<file path="src/rtl/div_pkg.sv">
// Shared state encoding and sizing constants for the iterative MIPS DIV/DIVU unit.
package div_pkg;

    localparam int DIV_WIDTH  = 32;
    localparam int DIV_CYCLES = DIV_WIDTH;
    localparam int DIV_CNT_W  = 6;

    typedef enum logic [1:0] {
        DIV_IDLE = 2'd0,
        DIV_BUSY = 2'd1,
        DIV_DONE = 2'd2
    } div_state_e;

endpackage

</file>
<file path="src/rtl/div_step.sv">
// One radix-2 restoring division iteration, purely combinational.
// Chaining two instances gives a radix-4-per-cycle variant without touching this file.
module div_step
    import div_pkg::*;
#(
    parameter int WIDTH = DIV_WIDTH
) (
    input  logic [WIDTH-1:0] rem_i,
    input  logic [WIDTH-1:0] dividend_shift_i,
    input  logic [WIDTH-1:0] divisor_i,
    output logic [WIDTH-1:0] rem_o,
    output logic [WIDTH-1:0] dividend_shift_o
);

    logic [WIDTH:0] rem_shift;
    logic [WIDTH:0] trial;
    logic           q_bit;

    // The extra top bit of the trial is its sign: set means the divisor did not fit.
    assign rem_shift        = {rem_i, dividend_shift_i[WIDTH-1]};
    assign trial            = rem_shift - {1'b0, divisor_i};
    assign q_bit            = ~trial[WIDTH];
    assign rem_o            = q_bit ? trial[WIDTH-1:0] : rem_shift[WIDTH-1:0];
    assign dividend_shift_o = {dividend_shift_i[WIDTH-2:0], q_bit};

endmodule

</file>
<file path="src/rtl/div_iter_unit.sv">
// Multi-cycle restoring divider for MIPS DIV/DIVU in EX; drives the EX stall
// request and delivers {HI=remainder, LO=quotient} as a one-cycle valid pulse.
module div_iter_unit
    import div_pkg::*;
#(
    parameter int WIDTH = DIV_WIDTH,
    parameter int CNT_W = DIV_CNT_W
) (
    input  logic               clk,
    input  logic               rst,
    input  logic               div_en,
    input  logic               div_signed,
    input  logic [WIDTH-1:0]   opa,
    input  logic [WIDTH-1:0]   opb,
    input  logic               flush,
    output logic               div_stall,
    output logic [2*WIDTH-1:0] div_result,
    output logic               div_result_valid
);

    div_state_e         state_q, state_d;
    logic [CNT_W-1:0]   cnt_q, cnt_d;
    logic [WIDTH-1:0]   rem_q, rem_d;
    logic [WIDTH-1:0]   dvd_q, dvd_d;
    logic [WIDTH-1:0]   dsr_q, dsr_d;
    logic               q_neg_q, q_neg_d;
    logic               r_neg_q, r_neg_d;
    logic [2*WIDTH-1:0] result_q, result_d;
    logic               valid_q, valid_d;

    logic [WIDTH-1:0]   rem_nx;
    logic [WIDTH-1:0]   dvd_nx;
    logic               opa_neg;
    logic               opb_neg;
    logic [WIDTH-1:0]   opa_mag;
    logic [WIDTH-1:0]   opb_mag;
    logic               last_iter;

    div_step #(
        .WIDTH(WIDTH)
    ) u_step (
        .rem_i            (rem_q),
        .dividend_shift_i (dvd_q),
        .divisor_i        (dsr_q),
        .rem_o            (rem_nx),
        .dividend_shift_o (dvd_nx)
    );

    // The core works on magnitudes; signs are re-applied once at completion.
    assign opa_neg   = div_signed & opa[WIDTH-1];
    assign opb_neg   = div_signed & opb[WIDTH-1];
    assign opa_mag   = opa_neg ? -opa : opa;
    assign opb_mag   = opb_neg ? -opb : opb;
    assign last_iter = (cnt_q == CNT_W'(WIDTH - 1));

    // Stall must be visible in the start cycle itself, and drops in DONE so EX can advance.
    assign div_stall        = ~rst & div_en & ~flush & (state_q != DIV_DONE);
    assign div_result       = result_q;
    assign div_result_valid = valid_q;

    always_ff @(posedge clk or posedge rst) begin
        if (rst) begin
            state_q  <= DIV_IDLE;
            cnt_q    <= '0;
            rem_q    <= '0;
            dvd_q    <= '0;
            dsr_q    <= '0;
            q_neg_q  <= 1'b0;
            r_neg_q  <= 1'b0;
            result_q <= '0;
            valid_q  <= 1'b0;
        end else begin
            state_q  <= state_d;
            cnt_q    <= cnt_d;
            rem_q    <= rem_d;
            dvd_q    <= dvd_d;
            dsr_q    <= dsr_d;
            q_neg_q  <= q_neg_d;
            r_neg_q  <= r_neg_d;
            result_q <= result_d;
            valid_q  <= valid_d;
        end
    end

    // Flush wins over everything; losing div_en mid-divide means the EX op was annulled.
    always_comb begin
        state_d  = state_q;
        cnt_d    = cnt_q;
        rem_d    = rem_q;
        dvd_d    = dvd_q;
        dsr_d    = dsr_q;
        q_neg_d  = q_neg_q;
        r_neg_d  = r_neg_q;
        result_d = result_q;
        valid_d  = 1'b0;

        if (flush) begin
            state_d = DIV_IDLE;
        end else begin
            case (state_q)
                DIV_IDLE: begin
                    if (div_en) begin
                        state_d = DIV_BUSY;
                        cnt_d   = '0;
                        rem_d   = '0;
                        dvd_d   = opa_mag;
                        dsr_d   = opb_mag;
                        q_neg_d = opa_neg ^ opb_neg;
                        r_neg_d = opa_neg;
                    end
                end
                DIV_BUSY: begin
                    if (!div_en) begin
                        state_d = DIV_IDLE;
                    end else begin
                        rem_d = rem_nx;
                        dvd_d = dvd_nx;
                        cnt_d = cnt_q + CNT_W'(1);
                        if (last_iter) begin
                            state_d  = DIV_DONE;
                            result_d = {(r_neg_q ? -rem_nx : rem_nx),
                                        (q_neg_q ? -dvd_nx : dvd_nx)};
                            valid_d  = 1'b1;
                        end
                    end
                end
                DIV_DONE: begin
                    state_d = DIV_IDLE;
                end
                default: begin
                    state_d = DIV_IDLE;
                end
            endcase
        end
    end

endmodule

</file>
<file path="config.mk">
export PLATFORM = sky130hd
export DESIGN_NAME = div_iter_unit
export DESIGN_NICKNAME = d
export VERILOG_FILES = /design/src/rtl/div_pkg.sv /design/src/rtl/div_step.sv /design/src/rtl/div_iter_unit.sv
export SDC_FILE = /design/constraint.sdc
export NUM_CORES = 1
export LEC_CHECK = 0
export CORE_AREA = 2 2 141 143
export CTS_CLUSTER_DIAMETER = 30
export CTS_CLUSTER_SIZE = 8
export DETAILED_ROUTE_END_ITERATION = 16
export DIE_AREA = 0 0 143 145
export PLACE_DENSITY = 0.86
export SLEW_MARGIN = 20
export SYNTH_ARGS = -nofsm -noshare
export SYNTH_HDL_FRONTEND = slang
export SYNTH_HIERARCHICAL = 1
export SYNTH_SLANG_ARGS = --single-unit
</file>
<file path="constraint.sdc">
create_clock -name clk -period 11.1 [get_ports clk]
set_input_delay 2.775 -clock clk [delete_from_list [all_inputs] [get_ports clk]]
set_output_delay 2.775 -clock clk [all_outputs]
set_load 0.01 [all_outputs]
</file>
# ---- Word level (Yosys, flattened, before mapping)
# Index checks and enable logic that the tools add are counted.
dict set report totals {
  out_inout_bits 66
  register_bits 171
  elab_cells 60
  inputBits 69
}
dict set report op_classes {
  reduce_logical 6
  addsub 6
  mux 23
  eq_ne 7
  bitwise 9
}
# op n
set op_table {}
lappend op_table {{two-way mux 32 bit} 9}
lappend op_table {{negator 32 bit} 4}
lappend op_table {{case mux 32 bit (2 select lines)} 2}
lappend op_table {{subtractor 33 x 32 -> 33 bit} 1}
lappend op_table {{two-way mux 6 bit} 2}
lappend op_table {{case mux 6 bit (2 select lines)} 1}
lappend op_table {{two-way mux 2 bit} 4}
lappend op_table {{AND reduction 4 bit} 2}
lappend op_table {{adder 6 x 1 -> 6 bit (second input constant)} 1}
lappend op_table {{equality test 6 x 5 -> 1 bit (second input constant)} 1}
lappend op_table {{inequality test 2 bit (second input constant)} 3}
lappend op_table {{AND 1 bit} 5}
lappend op_table {{two-way mux 1 bit} 4}
lappend op_table {{inequality test 4 bit (second input constant)} 1}
lappend op_table {{case mux 2 bit (2 select lines)} 1}
lappend op_table {{inequality test 3 bit (second input constant)} 1}
lappend op_table {{NOT 1 bit} 3}
lappend op_table {{AND reduction 3 bit} 1}
lappend op_table {{equality test 2 x 1 -> 1 bit (second input constant)} 1}
lappend op_table {{logical NOT 2 bit} 1}
lappend op_table {{AND reduction 2 bit} 1}
lappend op_table {{nonzero test 2 bit} 1}
lappend op_table {{bitwise XOR 1 bit} 1}

# ---- Longest topological paths before layout
# Gate-level depths: netlist of the first run.
dict set report logic_depth {
  depth_word 5
  ltp_mapped 22
  depth_no_buf 20
}

# ---- Hierarchy
# Netlist of the first run, hierarchy kept.
# mod seq_area_each_um2 n_inst area_each_um2 cells_per_inst
set by_module_without_submodules {}
lappend by_module_without_submodules {div_iter_unit 4279.1 1 9150.0 1052}
lappend by_module_without_submodules {div_step 0.0 1 2598.7 337}

# ---- Worst setup path after synthesis of the first run
# OpenSTA, ideal clock, no wires.
dict set report synth_timing {
  path_kind {input-to-output}
  startpoint {input flush}
  endpoint {output div_stall}
  n_path_buf 0
  slack_ns 5.058
  cell_stages 2
  t_required_ns 8.325
  t_arrival_ns 3.267
  cell_sequence {nand2b_1 > nor3_1}
}
dict set report synth_via {
  elab_chain_len 3
}
# element line_no
set synth_lines {}
lappend synth_lines {{start, declared} div_iter_unit.sv:15} ;# input logic flush,
lappend synth_lines {{NOT 1 bit (no source line)} --}
lappend synth_lines {{AND 1 bit (2 in a row)} div_iter_unit.sv:57} ;# assign div_stall = ~rst & div_en & ~flush & (state_q != DIV_DONE);
lappend synth_lines {{end, declared} div_iter_unit.sv:16} ;# output logic div_stall,
# Every way passes these cells.

# ---- Final worst setup path of the first run
# Same ends and word-level chain as after synthesis.

==> out/qor.txt, run 1 <==
vias in the first global route: 9574
reg-to-reg endpoint: div_result[60]
vias post-DR: 10250
dpl hpwl: 20.59 mm
Critical Path AT: 4.20 ns
P_leak: 5.887 nW
Clk Latency, worst-skew pair: 0.45 ns
Area contributors post-synth: dfrtp_1 (36%), o21ai_0 (7.4%), nand2_1 (7.3%)
hold path cells: 2
Ys Warns: 6
antenna violations before repair: 0
Final Total Pwr: 1.829 mW
# setup viols final: 0
crit-path cells: clkdlybuf4s50_1, nand2b_1, nor3_1, clkdlybuf4s50_1
Mapped Nets: 1496
Period minus WS final: 6.973 ns
CTS Buf Count: 17
Iteration-0 DRC Markers: 1003
Initial Util: 61.17%
Detailed Routing Iterations Pass 1: 6
share of layout cells above drive strength 1: 6.169%
Worst Path Required: 8.33 ns
overall die height: 145 µm
total gr overflow: 0
worst hold path type: register to register
outcome: completed
H-tree Lvls: 4
synth-to-layout area growth: 14.64%
CTS tree: built
Routability Congestion: 0.8841
row count: 51
Resize count post-CTS: 0
met1 WL: 13.42 mm
Inserted Diodes: 0
max-cap violation count: 0
IO buf count: 134
Seq/Total Area, Yosys: 36.42%
clk_skew: 0.009269 ns
antenna-violating nets left: 0
Final Core Density: 70.13%
Tcrit/Tclk final: 62.82%
die area: 0.02074 mm²
total wire length: 28.88 mm
GRT Total Usage: 28.48%
drt drc: 0
number of synthesized flops with an enable pin: 0
Met3 Wirelength: 2.582 mm
Synth area leader: dfrtp_1
reg2reg start: dvd_q[31]
post-synthesis average cell area: 8.458 µm²
fin. max-slew vios: 0
Bufs on Longest Clock Path: 2
final hold viol count: 0
setup TNS: 0 ns
Hold Path Origin: dsr_q[16]
fraction of registers with async set/reset: 100.0%
RSZ-0062 raised after global routing: no
clk slew on worst S/H paths: 0.07 ns
Die Span X: 143 µm
met2 WL: 12.37 mm
worst-margin pin slew: 1.039 ns
Sink Count: 171
post-CTS setup buffer count: 0
most numerous cell on the critical path: clkdlybuf4s50_1
cts hold-fix bufs: 0
num ports: 135
via/cell ratio: 5.945
core area: 0.01921 mm²
max_slew headroom: 30.74%
Crit path buffers/inverters: 2
largest net degree at the start of global routing: 130
DR WL/cell: 16.75 µm
PwrDens: 135.8 mW/mm²
Synth cell types: 81
Final Net Count: 1553
register bit count reported by yosys: 171
CP max-delay cell: clkdlybuf4s50_1
CP top delay family: buffers and inverters
highest routed layer: met4
CP Launch Type: primary input
maximum clock frequency: 0.1434 GHz
CP max FO: 6
Clock Root Buffer: clkbuf_16
hold slack: 0.4800 ns
first-pass GRT wire length: 47.80 mm
worst stage delay on the critical path: 0.56 ns
Worst Reg-to-Reg Cells: 19
Yosys top cell area share: 36.42%
worst reg2reg setup slack: 5.53 ns
VDD IR max: 0.1051 mV
endpoint class of the critical path: primary output
synthesized area: 0.01175 mm²
synthesized instance count: 1389
critical path class: primary input to primary output
hold worst-path end: dsr_q[16]
top_reg_cell synth: dfrtp_1
[where the power goes]
part	leakage (nW)	switching, mW	internal, mW
registers	2.26	0.0645	0.668
logic	3.34	0.289	0.203
clock network	0.283	0.280	0.325
[cells by family after synthesis]
family	count (synthesis)	share of synthesized area [%]
AO/OA/AOI/OAI	370	18.91
XOR/XNOR	141	10.51
AND/OR/NAND/NOR	488	19.73
adder cells (fa/ha/maj)	38	4.111
multiplexers	28	3.355
flip-flops	171	36.42
buffers and inverters	153	6.954
[layer usage]
metal / up-vias / global-route usage, %
met1: 4821 / 43.03
li1: 4967 / -
met5: - / 0
met4: 0 / 8.465
met2: 423 / 41.46
met3: 39 / 5.479
[placed cells by master (no fill, tap or decap), types with 10 or more instances in the layout]
| master | n |
|---|---|
| a21o_1 | 19 |
| a21oi_1 | 65 |
| a31oi_1 | 15 |
| clkbuf_16 | 17 |
| clkdlybuf4s50_1 | 134 |
| dfrtp_1 | 171 |
| ha_1 | 37 |
| inv_1 | 49 |
| mux2_4 | 19 |
| nand2_1 | 225 |
| nand2b_1 | 13 |
| nand3_1 | 56 |
| nand4_1 | 10 |
| nor2_1 | 59 |
| nor3_1 | 26 |
| nor4_1 | 19 |
| o21a_1 | 11 |
| o21ai_0 | 173 |
| o31ai_1 | 27 |
| o41ai_1 | 10 |
| or3_1 | 18 |
| xnor2_1 | 57 |
| xor2_1 | 84 |
[final cells by class]
cell class                      count  area, µm²
Clock buffer                       18      439.2
Clock inverter                     14      150.1
Fill cell                        1501       5738
Inverter                           51      203.9
Multi-Input combinational cell   1065       6679
Sequential cell                   171       4279
Tap cell                          265      331.6
Timing Repair Buffer              140       1386
[worst max path at each step]
| stage | from | to | slack, ns | cells past startpoint |
|---|---|---|---|---|
| after floorplan | rst | cnt_q[0] | 3.69 | 1 |
| after global placement | flush | div_stall | 4.14 | 4 |
| after detailed placement | flush | div_stall | 4.12 | 4 |
| after CTS | flush | div_stall | 4.11 | 4 |
| after global routing | flush | div_stall | 4.03 | 4 |
| final | flush | div_stall | 4.13 | 4 |
[synth_stat cells, types with 10 or more instances]
cell type / instances
nor4_1: 19
nor2_1: 60
a21o_1: 19
dfrtp_1: 171
o41ai_1: 10
o31ai_1: 27
clkbuf_1: 53
buf_4: 36
mux2_4: 19
a31oi_1: 15
nand2b_1: 13
xnor2_1: 57
or3_1: 18
inv_1: 50
nand2_1: 227
nand4_1: 10
o21ai_0: 173
ha_1: 37
nor3_1: 26
o21a_1: 11
xor2_1: 84
a21oi_1: 65
nand3_1: 56
[sequential cells by signal, indices dropped and copies added, names as in the netlist]
register,flops
cnt_q,6
q_neg_q,1
dvd_q,32
div_result,64
rem_q,32
div_result_valid,1
dsr_q,32
state_q,2
r_neg_q,1
[per-stage QoR]
step	std cells	cell area (µm²)	worst slack, ns
after global routing	1724	13470	4.028
final	1724	13470	4.127
after CTS	1724	13460	4.110
after floorplan	1389	11750	3.693
after global placement	1692	12870	4.135
after detailed placement	1692	12870	4.116
[tightest hold or removal path: stages (launching register included)]
cell and delay (ns):
dfrtp_1 0.34, nand2_1 0.05, o21ai_0 0.06
(Power assumes the default switching activity.)
==> run 2: changes to the inputs <==
CORE_AREA = 2 2 146 148   (was 2 2 141 143)
DIE_AREA = 0 0 148 150   (was 0 0 143 145)
PLACE_DENSITY = 0.81   (was 0.86)
clock period = 7.3 ns   (was 11.1 ns; I/O delays follow)
==> out/qor.txt, run 2 (synthesis gave the netlist of run 1 again) <==
Detailed Routing Iterations Pass 1: 5
Die Span X: 148 µm
Crit path buffers/inverters: 2
Worst Path Required: 7.61 ns
power share of the sequential group: 40.2%
CP Launch Type: register
overall die height: 150 µm
Final Total Pwr: 2.769 mW
fin area: 0.01349 mm²
GRT Total Usage: 26.96%
Final Net Count: 1556
first-pass GRT wire length: 47.99 mm
P_int: 1.822 mW
CTS Buf Count: 17
CTS tree: built
Layout Cells excl Fill: 1737
hold slack: 0.4764 ns
clk slew on worst S/H paths: 0.07 ns
outcome: completed
Bufs on Longest Clock Path: 2
cts hold-fix bufs: 0
Critical Path AT: 5.79 ns
setup TNS: 0 ns
RSZ-0062 raised after global routing: no
endpoint class of the critical path: register
Inserted Diodes: 0
worst stage delay on the critical path: 0.52 ns
max reg flops: 64
IO buf count: 134
dpl ws: 1.945 ns
Iteration-0 DRC Markers: 1207
post-CTS setup buffer count: 0
worst hold path type: register to register
CP max FO: 27
num ports: 135
Routability Congestion: 0.9681
H-tree Lvls: 4
Combinational Power Share: 27.2%
dpl cells: 1705
switching power: 0.9468 mW
Final Core Density: 65.22%
setup ws final: 1.814 ns
share of layout cells above drive strength 1: 6.361%
core area: 0.02069 mm²
Initial Util: 56.79%
die area: 0.02220 mm²
synth-to-layout area growth: 14.85%
Placed Area: 0.01291 mm²
Tcrit/Tclk final: 75.15%
Clk pwr share: 32.6%
Resize count post-CTS: 0
vias in the first global route: 9286
vias post-DR: 10370
drt drc: 0
crit-path cells: inv_1, ha_1, fa_1, and2b_1, o2111ai_2, a21oi_2, o2111ai_1, a211oi_2, nor2_4, mux2i_4, and2_4, inv_8, mux2_2, nor3b_1, nand2_1, or3_1, o41ai_1, xor2_1, o21ai_0
clk_skew: 0.008715 ns
row count: 53
VDD IR max: 0.1495 mV
Sink Count: 171
critical path class: register to register
Period minus WS final: 5.486 ns
CP max-delay cell: nor3b_1
Clk Latency, worst-skew pair: 0.44 ns
DR WL/cell: 17.07 µm
max-cap violation count: 0
total gr overflow: 0
max_slew headroom: 27.69%
CP top delay family: simple AND/OR/NAND/NOR gates
most frequent cells in the layout: nand2_1 (225), o21ai_0 (173), dfrtp_1 (171), clkdlybuf4s50_1 (134), xor2_1 (84)
# setup viols final: 0
antenna-violating nets left: 0
maximum clock frequency: 0.1823 GHz
P_leak: 5.914 nW
dpl hpwl: 21.73 mm
sw frac: 34.19%
PwrDens: 205.2 mW/mm²
fin. max-slew vios: 0
total wire length: 29.66 mm
most common cell after layout, fill and taps aside: nand2_1
antenna violations before repair: 0
worst-margin pin slew: 1.084 ns
via/cell ratio: 5.968
Clock Root Buffer: clkbuf_16
largest net degree at the start of global routing: 103
final hold viol count: 0
run 2: changes by cell type in the layout (fill, tap and decap cells not counted), sizes merged:
cell	delta
buf	+3
clkbuf	+1
clkinv	+5
clkinvlp	-1
inv	-5
run 2: power groups by stage:
stage / Combinational [mW] / Clock [mW] / Sequential [mW]
after CTS: 0.741 / 0.917 / 1.11
after global routing: 0.831 / 0.962 / 1.12
after floorplan: 0.628 / 0 / 1.06
final: 0.753 / 0.903 / 1.11
after detailed placement: 0.735 / 0 / 1.13
after global placement: 0.718 / 0 / 1.12
run 2: worst reg2reg max path, delay by kind of cell (launching register included):
kind            cells  cell delay, ns
simple gates        6            1.85
compound gates      6            1.36
mux                 2            0.71
fa+ha+maj           2            0.63
flops               1            0.36
buf+inv             2            0.28
xor+xnor            1            0.18
run 2: layer usage:
layer	vias to the layer above	GRT usage [%]	wire [µm]
met5	-	0	0
met1	4873	42.04	14330
met4	0	8.000	443
met3	38	4.116	2304
li1	4986	-	-
met2	469	38.50	12580
run 2: layout make-up:
class | instances | area (µm²)
Fill cell | 1746 | 7197
Multi-Input combinational cell | 1065 | 6670
Sequential cell | 171 | 4279
Timing Repair Buffer | 143 | 1409
Clock buffer | 19 | 452.9
Tap cell | 275 | 344.1
Inverter | 51 | 203.9
Clock inverter | 13 | 133.9
run 2: final timing paths:
check	depth (start not counted)	startpoint	to	slack [ns]
worst min register to register	2	div_result[2]	div_result[2]	0.48
worst max-delay path	19	dvd_q[31]	div_result[60]	1.81
worst max register to register	19	dvd_q[31]	div_result[60]	1.81
worst min-delay path	2	div_result[2]	div_result[2]	0.48
max in group asynchronous	3	rst	rem_q[26]	3.88
min in group asynchronous	2	rst	div_result[0]	2.00
